`src/rtl/fbox_issue_pkg.sv`:
```
// Shared types and constants for the FBox issue controller: legal FP major
// opcodes, fflag bit positions, FSM state encoding and the queued request
// record.
package fbox_issue_pkg;

   // FP major opcodes accepted for issue to the core
   localparam logic [6:0] OP_FP     = 7'h53;
   localparam logic [6:0] OP_FMADD  = 7'h43;
   localparam logic [6:0] OP_FMSUB  = 7'h47;
   localparam logic [6:0] OP_FNMSUB = 7'h4B;
   localparam logic [6:0] OP_FNMADD = 7'h4F;

   // Bit positions inside the 5-bit fflags word (NV is the MSB)
   typedef enum int {
      FLAG_NX = 0,
      FLAG_UF = 1,
      FLAG_OF = 2,
      FLAG_DZ = 3,
      FLAG_NV = 4
   } fflag_bit_e;

   // Result flags reported for requests the core never sees
   localparam logic [4:0] FLAG_NV_ONLY = 5'(1 << FLAG_NV);

   // Widest tag the queued record can carry; narrower tags are zero-extended
   localparam int TAG_W_MAX = 8;

   typedef enum logic [1:0] {
      RST_REQ = 2'd0,
      RST_RSP = 2'd1,
      IDLE    = 2'd2,
      WAIT    = 2'd3
   } state_e;

   typedef struct packed {
      logic [6:0]           opcode;
      logic [6:0]           f7;
      logic [2:0]           rm;
      logic [4:0]           rs2;
      logic [63:0]          v1;
      logic [63:0]          v2;
      logic [63:0]          v3;
      logic [TAG_W_MAX-1:0] tag;
   } req_t;

   function automatic logic is_legal_op(input logic [6:0] op);
      return (op == OP_FP) || (op == OP_FMADD) || (op == OP_FMSUB) ||
             (op == OP_FNMSUB) || (op == OP_FNMADD);
   endfunction

endpackage

```
`src/rtl/fbox_issue_ctrl_if.sv`:
```
// Bundle of the request, result and core-facing signals of the FBox issue
// controller. The controller uses the slave view; the pipeline/core
// environment uses the master view.
interface fbox_issue_ctrl_if #(
   parameter int TAG_W = 4
);
   // request from the pipeline
   logic             in_valid;
   logic             in_ready;
   logic [6:0]       in_opcode;
   logic [6:0]       in_f7;
   logic [2:0]       in_rm;
   logic [4:0]       in_rs2;
   logic [63:0]      in_v1;
   logic [63:0]      in_v2;
   logic [63:0]      in_v3;
   logic [TAG_W-1:0] in_tag;
   // result towards writeback
   logic             out_valid;
   logic             out_ready;
   logic [63:0]      out_value;
   logic [4:0]       out_fflags;
   logic [TAG_W-1:0] out_tag;
   logic             out_timeout;
   logic             busy;
   // core server-reset handshake
   logic             core_en_rst_req;
   logic             core_rdy_rst_req;
   logic             core_en_rst_rsp;
   logic             core_rdy_rst_rsp;
   // core request / result
   logic             core_en_req;
   logic [6:0]       core_opcode;
   logic [6:0]       core_f7;
   logic [2:0]       core_rm;
   logic [4:0]       core_rs2;
   logic [63:0]      core_v1;
   logic [63:0]      core_v2;
   logic [63:0]      core_v3;
   logic             core_valid;
   logic [63:0]      core_word_fst;
   logic [4:0]       core_word_snd;

   modport slave (
      input  in_valid, in_opcode, in_f7, in_rm, in_rs2, in_v1, in_v2, in_v3, in_tag,
      output in_ready,
      output out_valid, out_value, out_fflags, out_tag, out_timeout, busy,
      input  out_ready,
      output core_en_rst_req, core_en_rst_rsp,
      input  core_rdy_rst_req, core_rdy_rst_rsp,
      output core_en_req, core_opcode, core_f7, core_rm, core_rs2,
      output core_v1, core_v2, core_v3,
      input  core_valid, core_word_fst, core_word_snd
   );

   modport master (
      output in_valid, in_opcode, in_f7, in_rm, in_rs2, in_v1, in_v2, in_v3, in_tag,
      input  in_ready,
      input  out_valid, out_value, out_fflags, out_tag, out_timeout, busy,
      output out_ready,
      input  core_en_rst_req, core_en_rst_rsp,
      output core_rdy_rst_req, core_rdy_rst_rsp,
      input  core_en_req, core_opcode, core_f7, core_rm, core_rs2,
      input  core_v1, core_v2, core_v3,
      output core_valid, core_word_fst, core_word_snd
   );

endinterface

```
`src/rtl/fbox_req_fifo.sv`:
```
// DEPTH-entry synchronous FIFO of FP requests. The head entry is visible
// combinationally so the issue logic can decode its opcode in the same
// cycle. Callers never push when full nor pop when empty.
module fbox_req_fifo
   import fbox_issue_pkg::*;
#(
   parameter int DEPTH = 4
) (
   input  logic                     CLK,
   input  logic                     RST_N,
   input  logic                     push,
   input  req_t                     push_data,
   input  logic                     pop,
   output req_t                     head,
   output logic                     empty,
   output logic [$clog2(DEPTH):0]   count
);
   localparam int PTR_W = $clog2(DEPTH);

   req_t             mem [DEPTH];
   logic [PTR_W-1:0] wr_ptr_reg;
   logic [PTR_W-1:0] rd_ptr_reg;
   logic [PTR_W:0]   count_reg;

   // storage write; contents only matter once counted as valid
   always_ff @(posedge CLK) begin
      if (push) begin
         mem[wr_ptr_reg] <= push_data;
      end
   end

   // pointers wrap naturally because DEPTH is a power of two
   always_ff @(posedge CLK or negedge RST_N) begin
      if (!RST_N) begin
         wr_ptr_reg <= '0;
         rd_ptr_reg <= '0;
         count_reg  <= '0;
      end else begin
         if (push) wr_ptr_reg <= wr_ptr_reg + 1'b1;
         if (pop)  rd_ptr_reg <= rd_ptr_reg + 1'b1;
         case ({push, pop})
            2'b10:   count_reg <= count_reg + 1'b1;
            2'b01:   count_reg <= count_reg - 1'b1;
            default: count_reg <= count_reg;
         endcase
      end
   end

   assign head  = mem[rd_ptr_reg];
   assign empty = (count_reg == '0);
   assign count = count_reg;

endmodule

```
`src/rtl/fbox_issue_ctrl.sv`:
```
// FBox issue controller: queues tagged FP requests, runs the core's
// server-reset handshake, issues one request at a time and holds each
// result in a ready/valid register for writeback.
// Optional feature: define FBOX_WDOG_EN to add a WAIT-state watchdog that
// reports a timeout result and re-runs the core reset handshake.
module fbox_issue_ctrl
   import fbox_issue_pkg::*;
#(
   parameter int DEPTH          = 4,
   parameter int TAG_W          = 4,
   parameter int TIMEOUT_CYCLES = 1024
) (
   input  logic               CLK,
   input  logic               RST_N,
   fbox_issue_ctrl_if.slave   bus
);
   localparam int CNT_W = $clog2(DEPTH) + 1;
   localparam logic [CNT_W-1:0] DEPTH_C = CNT_W'(DEPTH);

   // parameter sanity checks at elaboration
   if (DEPTH < 2 || (DEPTH & (DEPTH - 1)) != 0) begin : g_bad_depth
      $error("fbox_issue_ctrl: DEPTH must be a power of two >= 2");
   end
   if (TAG_W < 1 || TAG_W > TAG_W_MAX) begin : g_bad_tag
      $error("fbox_issue_ctrl: TAG_W out of range");
   end
   if (TIMEOUT_CYCLES < 2) begin : g_bad_timeout
      $error("fbox_issue_ctrl: TIMEOUT_CYCLES must be >= 2");
   end

   state_e           state_reg, state_next;
   req_t             push_data, head;
   logic             fifo_empty;
   logic [CNT_W-1:0] fifo_count;
   logic             push, pop, in_ready_w;
   logic             issue, load_core, load_illegal;
   logic             en_rst_req, en_rst_rsp;
   logic             unused_tag_hi;

   logic             core_en_req_reg;
   logic [6:0]       core_opcode_reg, core_f7_reg;
   logic [2:0]       core_rm_reg;
   logic [4:0]       core_rs2_reg;
   logic [63:0]      core_v1_reg, core_v2_reg, core_v3_reg;
   logic [TAG_W-1:0] tag_reg;

   logic             out_valid_reg;
   logic [63:0]      out_value_reg;
   logic [4:0]       out_fflags_reg;
   logic [TAG_W-1:0] out_tag_reg;

`ifdef FBOX_WDOG_EN
   localparam int WDOG_W = $clog2(TIMEOUT_CYCLES) + 1;
   localparam logic [WDOG_W-1:0] WDOG_LAST = WDOG_W'(TIMEOUT_CYCLES - 1);
   logic [WDOG_W-1:0] wdog_cnt_reg;
   logic              load_timeout;
   logic              out_timeout_reg;
`endif

   assign push_data = '{opcode: bus.in_opcode, f7: bus.in_f7, rm: bus.in_rm,
                        rs2: bus.in_rs2, v1: bus.in_v1, v2: bus.in_v2,
                        v3: bus.in_v3, tag: TAG_W_MAX'(bus.in_tag)};

   // only the low TAG_W bits of the stored tag carry information
   assign unused_tag_hi = ^head.tag;

   // requests are accepted only once the core reset handshake has completed
   assign in_ready_w = (fifo_count < DEPTH_C) && (state_reg == IDLE || state_reg == WAIT);
   assign push       = bus.in_valid && in_ready_w;

   fbox_req_fifo #(.DEPTH(DEPTH)) u_fifo (
      .CLK       (CLK),
      .RST_N     (RST_N),
      .push      (push),
      .push_data (push_data),
      .pop       (pop),
      .head      (head),
      .empty     (fifo_empty),
      .count     (fifo_count)
   );

   // FSM state register
   always_ff @(posedge CLK or negedge RST_N) begin
      if (!RST_N) state_reg <= RST_REQ;
      else        state_reg <= state_next;
   end

   // next-state decode and single-cycle control strobes; the handshake
   // enables are qualified with RST_N so they stay low while reset is held
   always_comb begin
      state_next   = state_reg;
      pop          = 1'b0;
      issue        = 1'b0;
      load_core    = 1'b0;
      load_illegal = 1'b0;
      en_rst_req   = 1'b0;
      en_rst_rsp   = 1'b0;
`ifdef FBOX_WDOG_EN
      load_timeout = 1'b0;
`endif
      case (state_reg)
         RST_REQ: begin
            if (RST_N && bus.core_rdy_rst_req) begin
               en_rst_req = 1'b1;
               state_next = RST_RSP;
            end
         end
         RST_RSP: begin
            if (RST_N && bus.core_rdy_rst_rsp) begin
               en_rst_rsp = 1'b1;
               state_next = IDLE;
            end
         end
         IDLE: begin
            if (!fifo_empty && (!out_valid_reg || bus.out_ready)) begin
               pop = 1'b1;
               if (is_legal_op(head.opcode)) begin
                  issue      = 1'b1;
                  state_next = WAIT;
               end else begin
                  load_illegal = 1'b1;
               end
            end
         end
         WAIT: begin
            if (bus.core_valid) begin
               load_core  = 1'b1;
               state_next = IDLE;
            end
`ifdef FBOX_WDOG_EN
            else if (wdog_cnt_reg == WDOG_LAST) begin
               load_timeout = 1'b1;
               state_next   = RST_REQ;
            end
`endif
         end
         default: state_next = RST_REQ;
      endcase
   end

   // issue register: one-cycle EN_req pulse, fields held for the whole WAIT
   always_ff @(posedge CLK or negedge RST_N) begin
      if (!RST_N) begin
         core_en_req_reg <= 1'b0;
         core_opcode_reg <= '0;
         core_f7_reg     <= '0;
         core_rm_reg     <= '0;
         core_rs2_reg    <= '0;
         core_v1_reg     <= '0;
         core_v2_reg     <= '0;
         core_v3_reg     <= '0;
         tag_reg         <= '0;
      end else begin
         core_en_req_reg <= issue;
         if (issue) begin
            core_opcode_reg <= head.opcode;
            core_f7_reg     <= head.f7;
            core_rm_reg     <= head.rm;
            core_rs2_reg    <= head.rs2;
            core_v1_reg     <= head.v1;
            core_v2_reg     <= head.v2;
            core_v3_reg     <= head.v3;
            tag_reg         <= head.tag[TAG_W-1:0];
         end
      end
   end

   // result register: a new load wins over a simultaneous drain
   always_ff @(posedge CLK or negedge RST_N) begin
      if (!RST_N) begin
         out_valid_reg  <= 1'b0;
         out_value_reg  <= '0;
         out_fflags_reg <= '0;
         out_tag_reg    <= '0;
`ifdef FBOX_WDOG_EN
         out_timeout_reg <= 1'b0;
`endif
      end else if (load_core) begin
         out_valid_reg  <= 1'b1;
         out_value_reg  <= bus.core_word_fst;
         out_fflags_reg <= bus.core_word_snd;
         out_tag_reg    <= tag_reg;
`ifdef FBOX_WDOG_EN
         out_timeout_reg <= 1'b0;
`endif
      end else if (load_illegal) begin
         out_valid_reg  <= 1'b1;
         out_value_reg  <= '0;
         out_fflags_reg <= FLAG_NV_ONLY;
         out_tag_reg    <= head.tag[TAG_W-1:0];
`ifdef FBOX_WDOG_EN
         out_timeout_reg <= 1'b0;
      end else if (load_timeout) begin
         out_valid_reg   <= 1'b1;
         out_value_reg   <= '0;
         out_fflags_reg  <= FLAG_NV_ONLY;
         out_tag_reg     <= tag_reg;
         out_timeout_reg <= 1'b1;
`endif
      end else if (out_valid_reg && bus.out_ready) begin
         out_valid_reg <= 1'b0;
      end
   end

`ifdef FBOX_WDOG_EN
   // watchdog: zero on the first WAIT cycle, counts every WAIT cycle after
   always_ff @(posedge CLK or negedge RST_N) begin
      if (!RST_N)                 wdog_cnt_reg <= '0;
      else if (issue)             wdog_cnt_reg <= '0;
      else if (state_reg == WAIT) wdog_cnt_reg <= wdog_cnt_reg + 1'b1;
   end
   assign bus.out_timeout = out_timeout_reg;
`else
   assign bus.out_timeout = 1'b0;
`endif

   assign bus.in_ready        = in_ready_w;
   assign bus.out_valid       = out_valid_reg;
   assign bus.out_value       = out_value_reg;
   assign bus.out_fflags      = out_fflags_reg;
   assign bus.out_tag         = out_tag_reg;
   assign bus.busy            = !fifo_empty || (state_reg != IDLE) || out_valid_reg;
   assign bus.core_en_rst_req = en_rst_req;
   assign bus.core_en_rst_rsp = en_rst_rsp;
   assign bus.core_en_req     = core_en_req_reg;
   assign bus.core_opcode     = core_opcode_reg;
   assign bus.core_f7         = core_f7_reg;
   assign bus.core_rm         = core_rm_reg;
   assign bus.core_rs2        = core_rs2_reg;
   assign bus.core_v1         = core_v1_reg;
   assign bus.core_v2         = core_v2_reg;
   assign bus.core_v3         = core_v3_reg;

endmodule
```
`src/flat_wrapper.sv`:
```
// flat-port wrapper written by rule: the top's interface ports become plain ports
module fbox_issue_ctrl_flat import fbox_issue_pkg::*;
#(
   parameter int DEPTH          = 4,
   parameter int TAG_W          = 4,
   parameter int TIMEOUT_CYCLES = 1024
)
  (CLK, RST_N, bus_in_valid, bus_in_opcode, bus_in_f7, bus_in_rm, bus_in_rs2, bus_in_v1, bus_in_v2, bus_in_v3, bus_in_tag, bus_in_ready, bus_out_valid, bus_out_value, bus_out_fflags, bus_out_tag, bus_out_timeout, bus_busy, bus_out_ready, bus_core_en_rst_req, bus_core_en_rst_rsp, bus_core_rdy_rst_req, bus_core_rdy_rst_rsp, bus_core_en_req, bus_core_opcode, bus_core_f7, bus_core_rm, bus_core_rs2, bus_core_v1, bus_core_v2, bus_core_v3, bus_core_valid, bus_core_word_fst, bus_core_word_snd);
  fbox_issue_ctrl_if #(.TAG_W(TAG_W)) bus_i ();
  input  logic CLK;
  input  logic RST_N;
  input wire logic [$bits(bus_i.in_valid)-1:0] bus_in_valid;
  input wire logic [$bits(bus_i.in_opcode)-1:0] bus_in_opcode;
  input wire logic [$bits(bus_i.in_f7)-1:0] bus_in_f7;
  input wire logic [$bits(bus_i.in_rm)-1:0] bus_in_rm;
  input wire logic [$bits(bus_i.in_rs2)-1:0] bus_in_rs2;
  input wire logic [$bits(bus_i.in_v1)-1:0] bus_in_v1;
  input wire logic [$bits(bus_i.in_v2)-1:0] bus_in_v2;
  input wire logic [$bits(bus_i.in_v3)-1:0] bus_in_v3;
  input wire logic [$bits(bus_i.in_tag)-1:0] bus_in_tag;
  output wire logic [$bits(bus_i.in_ready)-1:0] bus_in_ready;
  output wire logic [$bits(bus_i.out_valid)-1:0] bus_out_valid;
  output wire logic [$bits(bus_i.out_value)-1:0] bus_out_value;
  output wire logic [$bits(bus_i.out_fflags)-1:0] bus_out_fflags;
  output wire logic [$bits(bus_i.out_tag)-1:0] bus_out_tag;
  output wire logic [$bits(bus_i.out_timeout)-1:0] bus_out_timeout;
  output wire logic [$bits(bus_i.busy)-1:0] bus_busy;
  input wire logic [$bits(bus_i.out_ready)-1:0] bus_out_ready;
  output wire logic [$bits(bus_i.core_en_rst_req)-1:0] bus_core_en_rst_req;
  output wire logic [$bits(bus_i.core_en_rst_rsp)-1:0] bus_core_en_rst_rsp;
  input wire logic [$bits(bus_i.core_rdy_rst_req)-1:0] bus_core_rdy_rst_req;
  input wire logic [$bits(bus_i.core_rdy_rst_rsp)-1:0] bus_core_rdy_rst_rsp;
  output wire logic [$bits(bus_i.core_en_req)-1:0] bus_core_en_req;
  output wire logic [$bits(bus_i.core_opcode)-1:0] bus_core_opcode;
  output wire logic [$bits(bus_i.core_f7)-1:0] bus_core_f7;
  output wire logic [$bits(bus_i.core_rm)-1:0] bus_core_rm;
  output wire logic [$bits(bus_i.core_rs2)-1:0] bus_core_rs2;
  output wire logic [$bits(bus_i.core_v1)-1:0] bus_core_v1;
  output wire logic [$bits(bus_i.core_v2)-1:0] bus_core_v2;
  output wire logic [$bits(bus_i.core_v3)-1:0] bus_core_v3;
  input wire logic [$bits(bus_i.core_valid)-1:0] bus_core_valid;
  input wire logic [$bits(bus_i.core_word_fst)-1:0] bus_core_word_fst;
  input wire logic [$bits(bus_i.core_word_snd)-1:0] bus_core_word_snd;
  assign bus_i.in_valid = bus_in_valid;
  assign bus_i.in_opcode = bus_in_opcode;
  assign bus_i.in_f7 = bus_in_f7;
  assign bus_i.in_rm = bus_in_rm;
  assign bus_i.in_rs2 = bus_in_rs2;
  assign bus_i.in_v1 = bus_in_v1;
  assign bus_i.in_v2 = bus_in_v2;
  assign bus_i.in_v3 = bus_in_v3;
  assign bus_i.in_tag = bus_in_tag;
  assign bus_in_ready = bus_i.in_ready;
  assign bus_out_valid = bus_i.out_valid;
  assign bus_out_value = bus_i.out_value;
  assign bus_out_fflags = bus_i.out_fflags;
  assign bus_out_tag = bus_i.out_tag;
  assign bus_out_timeout = bus_i.out_timeout;
  assign bus_busy = bus_i.busy;
  assign bus_i.out_ready = bus_out_ready;
  assign bus_core_en_rst_req = bus_i.core_en_rst_req;
  assign bus_core_en_rst_rsp = bus_i.core_en_rst_rsp;
  assign bus_i.core_rdy_rst_req = bus_core_rdy_rst_req;
  assign bus_i.core_rdy_rst_rsp = bus_core_rdy_rst_rsp;
  assign bus_core_en_req = bus_i.core_en_req;
  assign bus_core_opcode = bus_i.core_opcode;
  assign bus_core_f7 = bus_i.core_f7;
  assign bus_core_rm = bus_i.core_rm;
  assign bus_core_rs2 = bus_i.core_rs2;
  assign bus_core_v1 = bus_i.core_v1;
  assign bus_core_v2 = bus_i.core_v2;
  assign bus_core_v3 = bus_i.core_v3;
  assign bus_i.core_valid = bus_core_valid;
  assign bus_i.core_word_fst = bus_core_word_fst;
  assign bus_i.core_word_snd = bus_core_word_snd;
  fbox_issue_ctrl #(.DEPTH(DEPTH), .TAG_W(TAG_W), .TIMEOUT_CYCLES(TIMEOUT_CYCLES)) u_core (.CLK(CLK), .RST_N(RST_N), .bus(bus_i));
endmodule
```
`config.mk`:
```
export PLATFORM = sky130hd
export DESIGN_NAME = fbox_issue_ctrl_flat
export DESIGN_NICKNAME = d
export VERILOG_FILES = /design/src/rtl/fbox_issue_pkg.sv /design/src/rtl/fbox_issue_ctrl_if.sv /design/src/rtl/fbox_req_fifo.sv /design/src/rtl/fbox_issue_ctrl.sv /design/src/flat_wrapper.sv
export SDC_FILE = /design/constraint.sdc
export NUM_CORES = 1
export LEC_CHECK = 0
export CORE_ASPECT_RATIO = 0.8
export CORE_MARGIN = 2
export CORE_UTILIZATION = 35
export CTS_BUF_LIST = sky130_fd_sc_hd__clkbuf_16
export DETAILED_ROUTE_END_ITERATION = 8
export GPL_TIMING_DRIVEN = 1
export PLACE_DENSITY_LB_ADDON = 0.25
export SLEW_MARGIN = 10
export SYNTH_ARGS = -nofsm -noshare
export SYNTH_HDL_FRONTEND = slang
export SYNTH_SLANG_ARGS = --single-unit
```
`constraint.sdc`:
```
create_clock -name CLK -period 7.55 [get_ports CLK]
set_input_delay 1.51 -clock CLK [delete_from_list [all_inputs] [get_ports CLK]]
set_output_delay 1.51 -clock CLK [all_outputs]
set_load 0.01 [all_outputs]
```
==> results.cfg <==
[outcome]
status = complete, no violations

[detailed_routing]
wl_um = 98300
drt_first_iter_violations = 1052
vias = 21068
wl_per_cell_um = 22.6
drc = 0
ant_nets = 0
drtPass1Iterations = 5
avgViaCountPerCell = 4.84

[timing]
maxSlewViolCount = 0
fin_skew_ns = 0.0316
fmax_ghz = 0.203
final.setup.tns_ns = 0
fin_ws_ns = 2.63
hold_violations = 0
setup_viol = 0
fin_crit_sh_pct = 65.2
timing.final.crit_period_ns = 4.92
max-slew-margin-rel_pct = 25.6
whs_ns = 0.472
rsz0062_at_grt = false
worst_slew_pin_slew_ns = 1.12

[final_layout]
final_common_cell = edfxtp_1
area_delta_synth_final_pct = 26.5
layout-drive-gt1-share_pct = 23.3
final_cells = 4352
layout.nets = 2922
multi_input_area_um2 = 8730
most-common-layout-cells = edfxtp_1 (872), clkdlybuf4s50_1 (585), dfrtp_1 (300)
top_register = u_core.u_fifo.mem
largest_reg_flops = 872
final-seq-area_um2 = 33700
fill_cells = 10296

[cts]
cts.sink_count = 1174
clk_transition_reported_paths_ns = 0.06
cts_max_level = 3
cts-root-buf = clkbuf_16
cts_resized = 0
cts_max_path_buffers = 3
cts_tree = done
post_cts_buffers = 0
clk_latency_ns = 0.73
cts_hold_buffers = 0
numCtsBuffers = 115

[floorplanning]
die_w_um = 396
fp-row-count = 114
core_um2 = 121000
die_h_um = 317
io_pins = 588
die_area_um2 = 126000
start_util_pct = 35.4

[setup_path]
crit_chain = buf_8 -> nand2_1 -> nor3_1 -> clkdlybuf4s50_1
critPathMaxFanout = 107
endpoint_kind = output port
crit_required_ns = 6.04
crit_buf_inv = 2
critPathLaunchType = input port
cp_top_family = buffers and inverters
max_stage_delay_ns = 0.63
arrival_ns = 3.41
criticalPathCategory = input port to output port
slowest_stage = clkdlybuf4s50_1

[global_route]
grt_pass1_vias = 23017
grt_antenna_before_repair = 18
grt_max_degree = 117
grt_pass1_wl_um = 146000
grt_overflow = 0
track_usage_pct = 15.4

[synth]
yosys_warnings = 0
ys_seq_area_share_pct = 78.6
syn-num-nets = 2293
synth_cells = 1993
syn_avg_cell_area_um2 = 21.5
synth_cell_types = 40
synth-seq-cells = 1174
syn_area_um2 = 42900

[power_and_ir_drop]
irDropWorstVdd_mv = 0.230
finalPower_mw = 21.0
power_density_nw_per_um2 = 386
p_leak_nw = 18.6

[placed_design]
portBuffers = 586
dp_worst_setup_slack_ns = 2.58
dp_hpwl_um = 56800
gp_congestion = 0.827
dp.cells = 4129

[run]
cap_violations = 0

[hold_path]
hold_class = flop to flop
==> layout make-up <==
type / instances / share of cell area, %
Sequential cell: 1174 / 62.1
Clock buffer: 115 / 5.30
Antenna cell: 7 / 0.0322
Inverter: 6 / 0.0415
Multi-Input combinational cell: 715 / 16.1
Tap cell: 1624 / 3.74
Clock inverter: 101 / 1.28
Timing Repair Buffer: 610 / 11.4
==> metal layers <==
metal / vias to the layer above / GRT usage, % / part of all wire [%]
li1: 9192 / - / -
met1: 11150 / 18.7 / 40
met2: 549 / 26.4 / 50
met3: 155 / 5.06 / 6.9
met4: 22 / 4.53 / 2.5
met5: - / 0 / 0.15
==> path summary, 6_finish.rpt <==
path	start	slack [ns]	depth (start not counted)	endpoint
hold / removal	u_core.bus.core_opcode[1]$_DFFE_PN0P_	0.47	1	u_core.bus.core_opcode[1]$_DFFE_PN0P_
setup / recovery	RST_N	2.63	4	bus_core_en_rst_req
setup reg to reg	u_core.u_fifo.rd_ptr_reg[0]$_DFFE_PN0P_	3.76	5	u_core.bus.core_v2[3]$_DFFE_PN0P_
min in group asynchronous	RST_N	0.84	1	u_core.bus.out_value[34]$_DFFE_PN0P_
hold reg to reg	u_core.bus.core_opcode[1]$_DFFE_PN0P_	0.47	1	u_core.bus.core_opcode[1]$_DFFE_PN0P_
max in group asynchronous	RST_N	4.29	3	u_core.bus.core_v2[55]$_DFFE_PN0P_
==> kinds of logic after synthesis <==
kind of cell             share of synthesized area, %
multiplexers                                     17.0
other                                         0.00873
AND/OR/NAND/NOR                                  1.88
AO/OA/AOI/OAI                                    1.04
buffers and inverters                            1.17
XOR/XNOR                                        0.122
flip-flops                                       78.6
adder cells (fa/ha/maj)                         0.192
==> synthesized netlist by cell type <==
cell type | instances | area, um2
o221ai_1 | 1 | 8.76
nand4b_1 | 2 | 17.5
dfrtp_1 | 302 | 7560
o31a_1 | 1 | 8.76
o21ai_2 | 11 | 96.3
a221oi_1 | 1 | 8.76
nand3_1 | 3 | 15.0
nor2_2 | 1 | 6.26
nand2b_1 | 3 | 18.8
nor4_1 | 1 | 6.26
buf_2 | 8 | 40.0
and3_1 | 5 | 31.3
edfxtp_1 | 872 | 26200
nand4_1 | 1 | 6.26
clkbuf_1 | 61 | 229
inv_1 | 6 | 22.5
mux2i_1 | 1 | 10.0
nor3_1 | 2 | 10.0
o22ai_1 | 2 | 12.5
xor2_1 | 2 | 17.5
nor4_4 | 1 | 21.3
o211ai_1 | 1 | 7.51
nand2_1 | 157 | 589
buf_4 | 23 | 173
or3_1 | 2 | 12.5
fa_1 | 1 | 20.0
nor2_1 | 5 | 18.8
ha_1 | 5 | 62.6
mux2_2 | 219 | 2470
nor2b_1 | 3 | 18.8
conb_1 | 1 | 3.75
mux4_1 | 2 | 52.6
mux4_2 | 212 | 4770
buf_6 | 2 | 22.5
o21a_1 | 1 | 7.51
o21ai_0 | 59 | 295
or2_2 | 3 | 18.8
nand3b_1 | 2 | 15.0
buf_1 | 4 | 15.0
xnor2_1 | 4 | 35.0
==> where the power goes <==
group | total [mW] | switching [mW] | internal [mW] | leakage, nW
Sequential | 9.18 | 0.689 | 8.50 | 11.6
Clock | 5.43 | 2.42 | 3.01 | 1.86
Combinational | 6.37 | 2.95 | 3.42 | 5.16
==> through the flow <==
| step | util, % | area [um2] |
|---|---|---|
| floorplan | - | 42900 |
| global placement | 41.8 | 50700 |
| detailed placement | 41.8 | 50700 |
| CTS | 44.8 | 54300 |
| global route | 44.8 | 54300 |
| finish | 44.8 | 54300 |
No activity file was read; power rests on OpenSTA's default activity.
